## config.mk

```make
export PLATFORM = sky130hd
export DESIGN_NAME = lsu_mem_ctrl
export DESIGN_NICKNAME = d
export VERILOG_FILES = /design/src/rtl/lsu_pkg.sv /design/src/rtl/lsu_align.sv /design/src/rtl/lsu_mem_ctrl.sv
export SDC_FILE = /design/constraint.sdc
export NUM_CORES = 1
export LEC_CHECK = 0
export ABC_AREA = 1
export CAP_MARGIN = 20
export CORE_MARGIN = 4
export CORE_UTILIZATION = 45
export CTS_CLUSTER_SIZE = 16
export DETAILED_ROUTE_END_ITERATION = 7
export PLACE_DENSITY = 0.81
export SYNTH_ARGS = -nofsm -noshare
export SYNTH_HDL_FRONTEND = slang
export SYNTH_HIERARCHICAL = 1
export SYNTH_SLANG_ARGS = --single-unit
```

## constraint.sdc

```tcl
create_clock -name clk -period 3.8 [get_ports clk]
set_input_delay 0.57 -clock clk [delete_from_list [all_inputs] [get_ports clk]]
set_output_delay 0.57 -clock clk [all_outputs]
set_load 0.02 [all_outputs]
```

## src/rtl/lsu_pkg.sv

```systemverilog
// Shared types and helpers for the load/store unit memory controller:
// RISC-V funct3 width encodings, the controller FSM states, and small
// decode helpers used at request acceptance.
package lsu_pkg;

    typedef enum logic [2:0] {
        F3_B  = 3'b000,
        F3_H  = 3'b001,
        F3_W  = 3'b010,
        F3_BU = 3'b100,
        F3_HU = 3'b101
    } funct3_e;

    typedef enum logic [2:0] {
        IDLE   = 3'd0,
        LD_RD  = 3'd1,
        RMW_RD = 3'd2,
        WR     = 3'd3,
        RESP   = 3'd4
    } state_e;

    // Unsigned widths only exist for loads; everything else is unsupported.
    function automatic logic f3_supported(input logic we, input logic [2:0] f3);
        case (f3)
            F3_B, F3_H, F3_W: return 1'b1;
            F3_BU, F3_HU:     return !we;
            default:          return 1'b0;
        endcase
    endfunction

    function automatic logic f3_misaligned(input logic [2:0] f3, input logic [1:0] addr_lo);
        case (f3)
            F3_H, F3_HU: return addr_lo[0];
            F3_W:        return addr_lo != 2'b00;
            default:     return 1'b0;
        endcase
    endfunction

    // Forces the natural alignment of the access width by dropping low bits.
    function automatic logic [31:0] f3_align_addr(input logic [2:0] f3, input logic [31:0] addr);
        case (f3)
            F3_H, F3_HU: return {addr[31:1], 1'b0};
            F3_W:        return {addr[31:2], 2'b00};
            default:     return addr;
        endcase
    endfunction

endpackage

```

## src/rtl/lsu_align.sv

```systemverilog
// Combinational lane handling for the LSU: extracts and extends the load
// result from a memory word, and merges store data into a memory word for
// byte/halfword read-modify-write.
module lsu_align
    import lsu_pkg::*;
(
    input  logic [2:0]  funct3,
    input  logic [1:0]  offset,
    input  logic [31:0] word,
    input  logic [31:0] wdata,
    output logic [31:0] load_data,
    output logic [31:0] store_data
);

    logic [4:0]  byte_base;
    logic [4:0]  half_base;
    logic [7:0]  byte_lane;
    logic [15:0] half_lane;

    assign byte_base = {offset, 3'b000};
    assign half_base = {offset[1], 4'b0000};
    assign byte_lane = word[byte_base +: 8];
    assign half_lane = word[half_base +: 16];

    // Load path: pick the addressed lane, then sign- or zero-extend it.
    always_comb begin
        load_data = '0;
        case (funct3)
            F3_B:    load_data = {{24{byte_lane[7]}}, byte_lane};
            F3_H:    load_data = {{16{half_lane[15]}}, half_lane};
            F3_W:    load_data = word;
            F3_BU:   load_data = {24'h0, byte_lane};
            F3_HU:   load_data = {16'h0, half_lane};
            default: load_data = '0;
        endcase
    end

    // Store path: replace only the addressed lane of the word read back.
    always_comb begin
        store_data = word;
        case (funct3)
            F3_B:    store_data[byte_base +: 8]  = wdata[7:0];
            F3_H:    store_data[half_base +: 16] = wdata[15:0];
            F3_W:    store_data = wdata;
            default: store_data = word;
        endcase
    end

endmodule

```

## src/rtl/lsu_mem_ctrl.sv

```systemverilog
// Load/store unit memory controller. Accepts one core request at a time,
// performs loads, word stores and byte/halfword read-modify-write stores
// against a synchronous-write / combinational-read data RAM, and returns a
// single-cycle response.
// Build option: LSU_MISALIGN_TRAP_EN -- when defined, misaligned accesses
// are answered immediately with resp_err=1; otherwise the offending low
// address bits are cleared and the access proceeds.
module lsu_mem_ctrl
    import lsu_pkg::*;
(
    input  logic        clk,
    input  logic        rst,
    input  logic        req_valid,
    output logic        req_ready,
    input  logic        req_we,
    input  logic [2:0]  req_funct3,
    input  logic [31:0] req_addr,
    input  logic [31:0] req_wdata,
    output logic        resp_valid,
    output logic [31:0] resp_rdata,
    output logic        resp_err,
    output logic        mem_we,
    output logic        mem_re,
    output logic [31:0] mem_a,
    output logic [31:0] mem_wd,
    input  logic [31:0] mem_rd
);

    state_e      state;
    state_e      state_nxt;
    logic        we_q;
    logic [2:0]  funct3_q;
    logic [31:0] addr_q;
    logic [31:0] wdata_q;
    logic [31:0] rdata_q;
    logic        err_q;

    logic        accept;
    logic        req_err;
    logic [31:0] req_addr_eff;
    logic [31:0] ld_data;
    logic [31:0] st_data;

    assign accept = (state == IDLE) && req_valid;

`ifdef LSU_MISALIGN_TRAP_EN
    assign req_err      = !f3_supported(req_we, req_funct3) ||
                          f3_misaligned(req_funct3, req_addr[1:0]);
    assign req_addr_eff = req_addr;
`else
    assign req_err      = !f3_supported(req_we, req_funct3);
    assign req_addr_eff = f3_align_addr(req_funct3, req_addr);
`endif

    lsu_align u_align (
        .funct3     (funct3_q),
        .offset     (addr_q[1:0]),
        .word       (rdata_q),
        .wdata      (wdata_q),
        .load_data  (ld_data),
        .store_data (st_data)
    );

    // State register.
    // NOTE: sequential state uses non-blocking (<=) so every register samples
    // pre-edge values; the reset branch is in the sensitivity list (async).
    always_ff @(posedge clk or posedge rst) begin
        if (rst) state <= IDLE;
        else     state <= state_nxt;
    end

    // Request capture on acceptance and read-data capture in read states.
    always_ff @(posedge clk or posedge rst) begin
        if (rst) begin
            we_q     <= 1'b0;
            funct3_q <= 3'b000;
            addr_q   <= '0;
            wdata_q  <= '0;
            rdata_q  <= '0;
            err_q    <= 1'b0;
        end else begin
            if (accept) begin
                we_q     <= req_we;
                funct3_q <= req_funct3;
                addr_q   <= req_addr_eff;
                wdata_q  <= req_wdata;
                err_q    <= req_err;
            end
            if (state == LD_RD || state == RMW_RD) rdata_q <= mem_rd;
        end
    end

    // Next-state and Moore outputs; memory strobes depend on state only so
    // an async reset drops them immediately.
    always_comb begin
        // NOTE: every output gets a default first so no path leaves one
        // unassigned, which would otherwise infer a latch.
        state_nxt  = state;
        req_ready  = 1'b0;
        resp_valid = 1'b0;
        resp_err   = 1'b0;
        resp_rdata = '0;
        mem_we     = 1'b0;
        mem_re     = 1'b0;
        mem_wd     = '0;
        mem_a      = {addr_q[31:2], 2'b00};
        case (state)
            IDLE: begin
                req_ready = 1'b1;
                if (req_valid) begin
                    if (req_err)                  state_nxt = RESP;
                    else if (!req_we)             state_nxt = LD_RD;
                    else if (req_funct3 == F3_W)  state_nxt = WR;
                    else                          state_nxt = RMW_RD;
                end
            end
            LD_RD: begin
                mem_re    = 1'b1;
                state_nxt = RESP;
            end
            RMW_RD: begin
                mem_re    = 1'b1;
                state_nxt = WR;
            end
            WR: begin
                mem_we    = 1'b1;
                mem_wd    = st_data;
                state_nxt = RESP;
            end
            RESP: begin
                resp_valid = 1'b1;
                resp_err   = err_q;
                resp_rdata = (we_q || err_q) ? 32'h0 : ld_data;
                state_nxt  = IDLE;
            end
            default: state_nxt = IDLE;
        endcase
    end

endmodule
```

==> qor.txt, run 1 <==
Tcrit/Tclk final: 92.8%
Die ar.: 19,500 µm²
Setup crit end kind: primary output
Layout cell share with drive strength beyond 1: 3.44%
Hold_sp: wdata_q[26]$_DFFE_PP0P_
Global-route wire length before repair: 40,100 µm
Setup Viol. Count Final: 0
# Max-Cap Violations: 0
CTS max path bufs: 2
Die H: 140 µm
Leakage: 4.97 nW
Worst Setup SP: addr_q[1]$_DFFE_PP0P_
Startpoint types: flip-flop
CP max stage delay: 0.62 ns
Util after Layout: 58.5%
Fmax: 284 MHz
Post-synth top area cell: dfrtp_1
Area added between synthesis and finish: 26.0%
Worst VDD drop: 0.490 mV
Type of the worst min-delay path: reg -> reg
DR iter-0 viols: 909
CTS Hold Buffers Added: 0
Setup Crit Path Kind: reg -> out
Sink Count: 104
EDFF count, synth: 0
WP data required: 3.23 ns
Yosys top cell area share: 33.3%
H-tree lvl count: 3
Main synth FF type: dfrtp_1
I/O pins: 204
CP Data Arrival Time: 2.96 ns
Drt total wl: 25,200 µm
Cell mode on critical path: nand2_1
GRT Util Overall: 25.4%
Power per standard cell area: 861 nW/µm²
TNS Setup: 0 ns
Post-CTS setup repair buffer count: 0
Via count: 8,312
Slew Limit Fails: 0
Top cells by count, synth: 540 x nand2_1, 274 x nor2_1, 150 x inv_1
Final Hold Fails: 0
Worst Path Buf+Inv: 4
Core box area: 16,800 µm²
Worst-path cell chain: inv_4, ha_1, inv_2, nand2_1, o21ai_0, nand2_1, nand3_1, inv_1, nor2_1, clkdlybuf4s50_1
Tot Pwr: 0.00847 W
Drt pass-1 iters: 7
Critical path peak fanout: 22
Status: finished clean
Post-synth cell types: 27
Layout Nets: 1,556
Diode count: 0
Min Clock Period, post-route: 3.53 ns
Number of global-route vias before repair: 7,670
CTS root buf: clkbuf_16
RSZ-0062 raised after global routing: no
Clock transition at the registers of the reported paths: 0.08 ns
Skew final: 0.00676 ns
Delay-heaviest family, CP: buffers and inverters
Synthesized area per cell: 5.88 µm²
CTS tree: built
Grt total ovfl: 0
Worst-Skew Late Latency: 0.36 ns
Row count: 47
Largest net degree at the start of global routing: 66
Cts repair resizes: 0
Max_slew headroom: 35.5%
Top-count cell post-synth: nand2_1
Tightest Pin Transition: 0.968 ns
Synthesized area: 7810 µm²
Synth Instances: 1,329
Fin Hold WS: 0.474 ns
Synth top area cells: dfrtp_1 33%, nand2_1 26%, nor2_1 13%
Ys Warns: 6
Async SR Flop Fraction: 100%
Die X: 140 µm
DR WL/cell: 15.1 µm
Post-detail-place hpwl: 18,500 µm
RR Startpoint: state[1]$_DFFE_PP0P_
Final ANT Viol Nets: 0
Initial antenna violation count: 0
Initial core utilization: 46.5%
GPL Wtd Cong: 0.923
# DRC: 0
Count of buffers from port buffering: 201
Sequential-to-total area share from yosys stat: 33.3%
CTS buffer count: 9
Slowest cell on crit path: clkdlybuf4s50_1
Yosys reg bits: 104
Post-DR vias/cell: 4.97
[metal layers]
| layer | vias to the layer above | routed length, µm | track usage (%) |
|---|---|---|---|
| met5 | - | 0 | 0 |
| met4 | 0 | 732 | 8.31 |
| met3 | 53 | 2720 | 8.61 |
| met2 | 391 | 11400 | 40.0 |
| met1 | 3726 | 10300 | 32.9 |
| li1 | 4142 | - | - |
[sequential cells by signal (all words and copies together), names as in the netlist]
register / count
err_q: 1
state: 3
funct3_q: 3
rdata_q: 32
addr_q: 32
wdata_q: 32
we_q: 1
[cells by family (layout without fill, tap and decap cells)]
kind of cell / after synthesis / after routing / share of synthesized area (%)
other: 1 / 2 / 0.0480
and+or+nand+nor: 889 / 889 / 44.8
AOI/OAI and AO/OA: 69 / 69 / 4.84
adders and majority gates: 5 / 5 / 0.801
DFF: 104 / 104 / 33.3
buffers and inverters: 261 / 384 / 16.3
[worst reg2reg max path, stage by stage, from the launching register on]
cell and delay [ns]:
dfrtp_1 0.42, nor2_1 0.09, nand2_1 0.14, nor2_4 0.05, inv_2 0.47, buf_4 0.46
nand2_1 0.11, nand2_1 0.07
[power by group]
| part | internal (W) | switching (W) |
|---|---|---|
| clock | 0.000527 | 0.000470 |
| combinational | 0.00177 | 0.00345 |
| sequential | 0.00165 | 0.000603 |
[path summary, 6_finish.rpt]
kind,cells after the start,slack (ns),end
min reg2reg,2,0.47,wdata_q[26]$_DFFE_PP0P_
min,2,0.47,wdata_q[26]$_DFFE_PP0P_
max reg2reg,7,1.93,wdata_q[24]$_DFFE_PP0P_
min in group asynchronous,2,0.68,addr_q[28]$_DFFE_PP0P_
max in group asynchronous,3,2.31,wdata_q[18]$_DFFE_PP0P_
max,10,0.27,mem_wd[1]
[stage by stage]
step,instances,area (µm²),setup WS [ns]
finish,1673,9840,0.273
global route,1673,9840,0.107
CTS,1673,9840,0.196
detailed placement,1657,9520,0.612
global placement,1657,9520,0.645
floorplan,1330,7820,0.498
[final cells by class]
cell class	count	area, µm²
Fill cell	1676	6970
Multi-Input combinational cell	965	3970
Sequential cell	104	2600
Timing Repair Buffer	211	2090
Tap cell	220	275
Inverter	157	594
Clock inverter	7	88.8
Clock buffer	9	225
[layout by cell type (no fill, tap or decap), types with 2 or more instances in the layout]
cell type | Yosys | routed
inv_1 | 150 | 149
clkdlybuf4s50_1 | 0 | 201
o21ai_0 | 18 | 18
buf_4 | 41 | 9
inv_2 | 6 | 6
nand3_1 | 46 | 46
inv_6 | 0 | 2
nand2_2 | 3 | 3
nand4_1 | 16 | 16
conb_1 | 1 | 2
ha_1 | 5 | 4
inv_4 | 1 | 2
o211ai_1 | 7 | 7
nand2_1 | 540 | 540
a21oi_1 | 5 | 5
dfrtp_1 | 104 | 103
nand2_4 | 2 | 2
nor2_4 | 4 | 5
clkbuf_16 | 0 | 9
nor2_1 | 274 | 273
o21ai_1 | 37 | 36
No activity file was read; power rests on OpenSTA's default activity.
==> run 2, diff against run 1 <==
--- a/config.mk
+++ b/config.mk
@@ -7,11 +7,13 @@
 export LEC_CHECK = 0
 export ABC_AREA = 1
 export CAP_MARGIN = 20
-export CORE_MARGIN = 4
+export CORE_MARGIN = 2
 export CORE_UTILIZATION = 45
+export CTS_BUF_LIST = sky130_fd_sc_hd__clkbuf_4 sky130_fd_sc_hd__clkbuf_8
 export CTS_CLUSTER_SIZE = 16
 export DETAILED_ROUTE_END_ITERATION = 7
 export PLACE_DENSITY = 0.81
+export SLEW_MARGIN = 20
 export SYNTH_ARGS = -nofsm -noshare
 export SYNTH_HDL_FRONTEND = slang
 export SYNTH_HIERARCHICAL = 1
==> qor.txt, run 2 (synthesis results as in run 1) <==
Setup Viol. Count Final: 0 (unchanged)
RSZ-0062 raised after global routing: no
Die ar.: 18,400 µm² (-5.6%)
Cell mode on critical path: nand2_1
Power per standard cell area: 837 nW/µm² (-2.8%)
Final ANT Viol Nets: 0 (unchanged)
Fin Hold WS: 0.476 ns (+0.00208 ns)
Slew Limit Fails: 0 (unchanged)
Setup crit end kind: primary output
Die X: 136 µm (-2.9%)
Grt met3 use: 6.40% (-2.2 points)
Worst VDD drop: 0.529 mV (+8.1%)
Worst r2r path cells: 6 (-1)
Critical path depth: 10 (unchanged)
# DRC: 0 (unchanged)
GPL Wtd Cong: 0.953 (+3.2%)
CTS root buf: clkbuf_8
Count of buffers from port buffering: 201 (unchanged)
Min Clock Period, post-route: 3.58 ns (+0.0490 ns)
Via count: 8,165 (-1.8%)
Row count: 48 (+2.1%)
Area added between synthesis and finish: 25.1%
Drt total wl: 23,700 µm (-6.0%)
Number of global-route vias before repair: 7,567 (-1.3%)
Most common cell after layout, fill and taps aside: nand2_1
CP Data Arrival Time: 3.01 ns (+0.05 ns)
Worst-Skew Late Latency: 0.38 ns (+0.02 ns)
DR WL/cell: 14.1 µm (-6.4%)
Layout cell share with drive strength beyond 1: 3.57% (+0.13 points)
I/O pins: 204 (unchanged)
Fmax: 280 MHz (-1.4%)
DR iter-0 viols: 604 (-34%)
Delay-heaviest family, CP: buffers and inverters
Diode count: 0 (unchanged)
Grt total ovfl: 0 (unchanged)
Critical path peak fanout: 12 (-45%)
Final Hold Fails: 0 (unchanged)
Sink Count: 104 (unchanged)
Setup Crit Path Kind: reg -> out
Largest net degree at the start of global routing: 72 (+9.1%)
CP max stage delay: 0.61 ns (about the same)
GRT Util Overall: 26.0% (+0.64 points)
Gr busiest metal: met2
Slowest cell on crit path: clkdlybuf4s50_1
Die H: 136 µm (-2.9%)
Tcrit/Tclk final: 94.1% (+1.3 points)
Post-DR vias/cell: 4.86 (-2.2%)
Initial core utilization: 45.7% (-0.81 points)
CTS max path bufs: 2 (unchanged)
Worst Path Buf+Inv: 4 (unchanged)
Post-detail-place hpwl: 18,000 µm (-3.0%)
CTS buffer count: 9 (unchanged)
WP data required: 3.23 ns (about the same)
Most frequent cells in the layout: 540 x nand2_1, 273 x nor2_1, 201 x clkdlybuf4s50_1
Met1 GRT Util: 32.0% (-0.86 points)
Tightest Pin Transition: 0.965 ns (-0.00286 ns)
Initial antenna violation count: 0 (unchanged)
M2 GR Usage: 44.3% (+4.3 points)
Skew final: 0.00721 ns (+0.000450 ns)
Global-route wire length before repair: 37,700 µm (-5.9%)
H-tree lvl count: 3 (unchanged)
Clock transition at the registers of the reported paths: 0.10 ns (+0.02 ns)
Drt pass-1 iters: 5 (-2)
Worst-path cell chain: inv_4, ha_1, inv_2, nand2_1, o21ai_0, nand2_1, nand3_1, inv_1, nor2_1, clkdlybuf4s50_1
Type of the worst min-delay path: reg -> reg
Startpoint types: flip-flop
CTS tree: built
Hold path cells: 2 (unchanged)
Leakage: 4.93 nW (-0.66%)
# Max-Cap Violations: 0 (unchanged)
Status: finished clean
Max_slew headroom: 35.7% (+0.19 points)
Largest regs: addr_q x32, rdata_q x32, wdata_q x32
Layout Nets: 1,558 (+0.13%)
Core box area: 17,100 µm² (+1.8%)
TNS Setup: 0 ns (unchanged)
## run 2: stage by stage
step	utilization (%)	instance area [µm²]	setup slack [ns]	total power [W]	instances
detailed placement	55.7	9540	0.367	0.00738	1663
finish	57.1	9770	0.224	0.00818	1680
global placement	55.7	9540	0.411	0.00729	1663
global route	57.1	9770	0.00578	0.00895	1680
floorplan	-	7820	0.498	0.00612	1330
CTS	56.9	9740	0.00149	0.00812	1679
## run 2: worst paths after layout
path	start	slack [ns]	to
hold reg to reg	addr_q[26]$_DFFE_PP0P_	0.48	addr_q[26]$_DFFE_PP0P_
min in group asynchronous	rst	0.73	rdata_q[28]$_DFFE_PP0P_
setup reg to reg	state[1]$_DFFE_PP0P_	2.02	wdata_q[15]$_DFFE_PP0P_
hold / removal	addr_q[26]$_DFFE_PP0P_	0.48	addr_q[26]$_DFFE_PP0P_
setup / recovery	addr_q[1]$_DFFE_PP0P_	0.22	mem_wd[3]
max in group asynchronous	rst	2.29	addr_q[18]$_DFFE_PP0P_
## run 2: worst min-delay path, delay by kind of cell (launching register included)
kind | cells | cell delay (ns)
and+or+nand+nor | 2 | 0.10
DFF | 1 | 0.35
## run 2: power by group
part	total, W	switching (W)	internal, W	leakage [nW]
Sequential	0.00229	0.000634	0.00166	1.29
Clock	0.000708	0.000391	0.000317	0.102
Combinational	0.00518	0.00339	0.00179	3.55
## run 2: what timing repair did
| action | 4_1_cts | 5_1_grt |
|---|---|---|
| resized for setup | 1 | 6 |
| hold buffers | 0 | 0 |
| setup endpoints to repair | 8 | 49 |
| buffers inserted | 0 | 1 |
## run 2: cell type report
class                   count  area, µm²
clock buffers              10        131
clock inverters             6       67.6
fillers                  1727       7340
inverters                 157        594
multi-input cells         965       3990
flip-flops and latches    104       2610
well taps                 225        282
repair buffers            213       2110
## run 2: layer usage
metal  up-vias  routed length [µm]
met5         -                   0
met4         0                 622
li1       4149                   -
met3        38                2030
met2       296               11300
met1      3682                9800
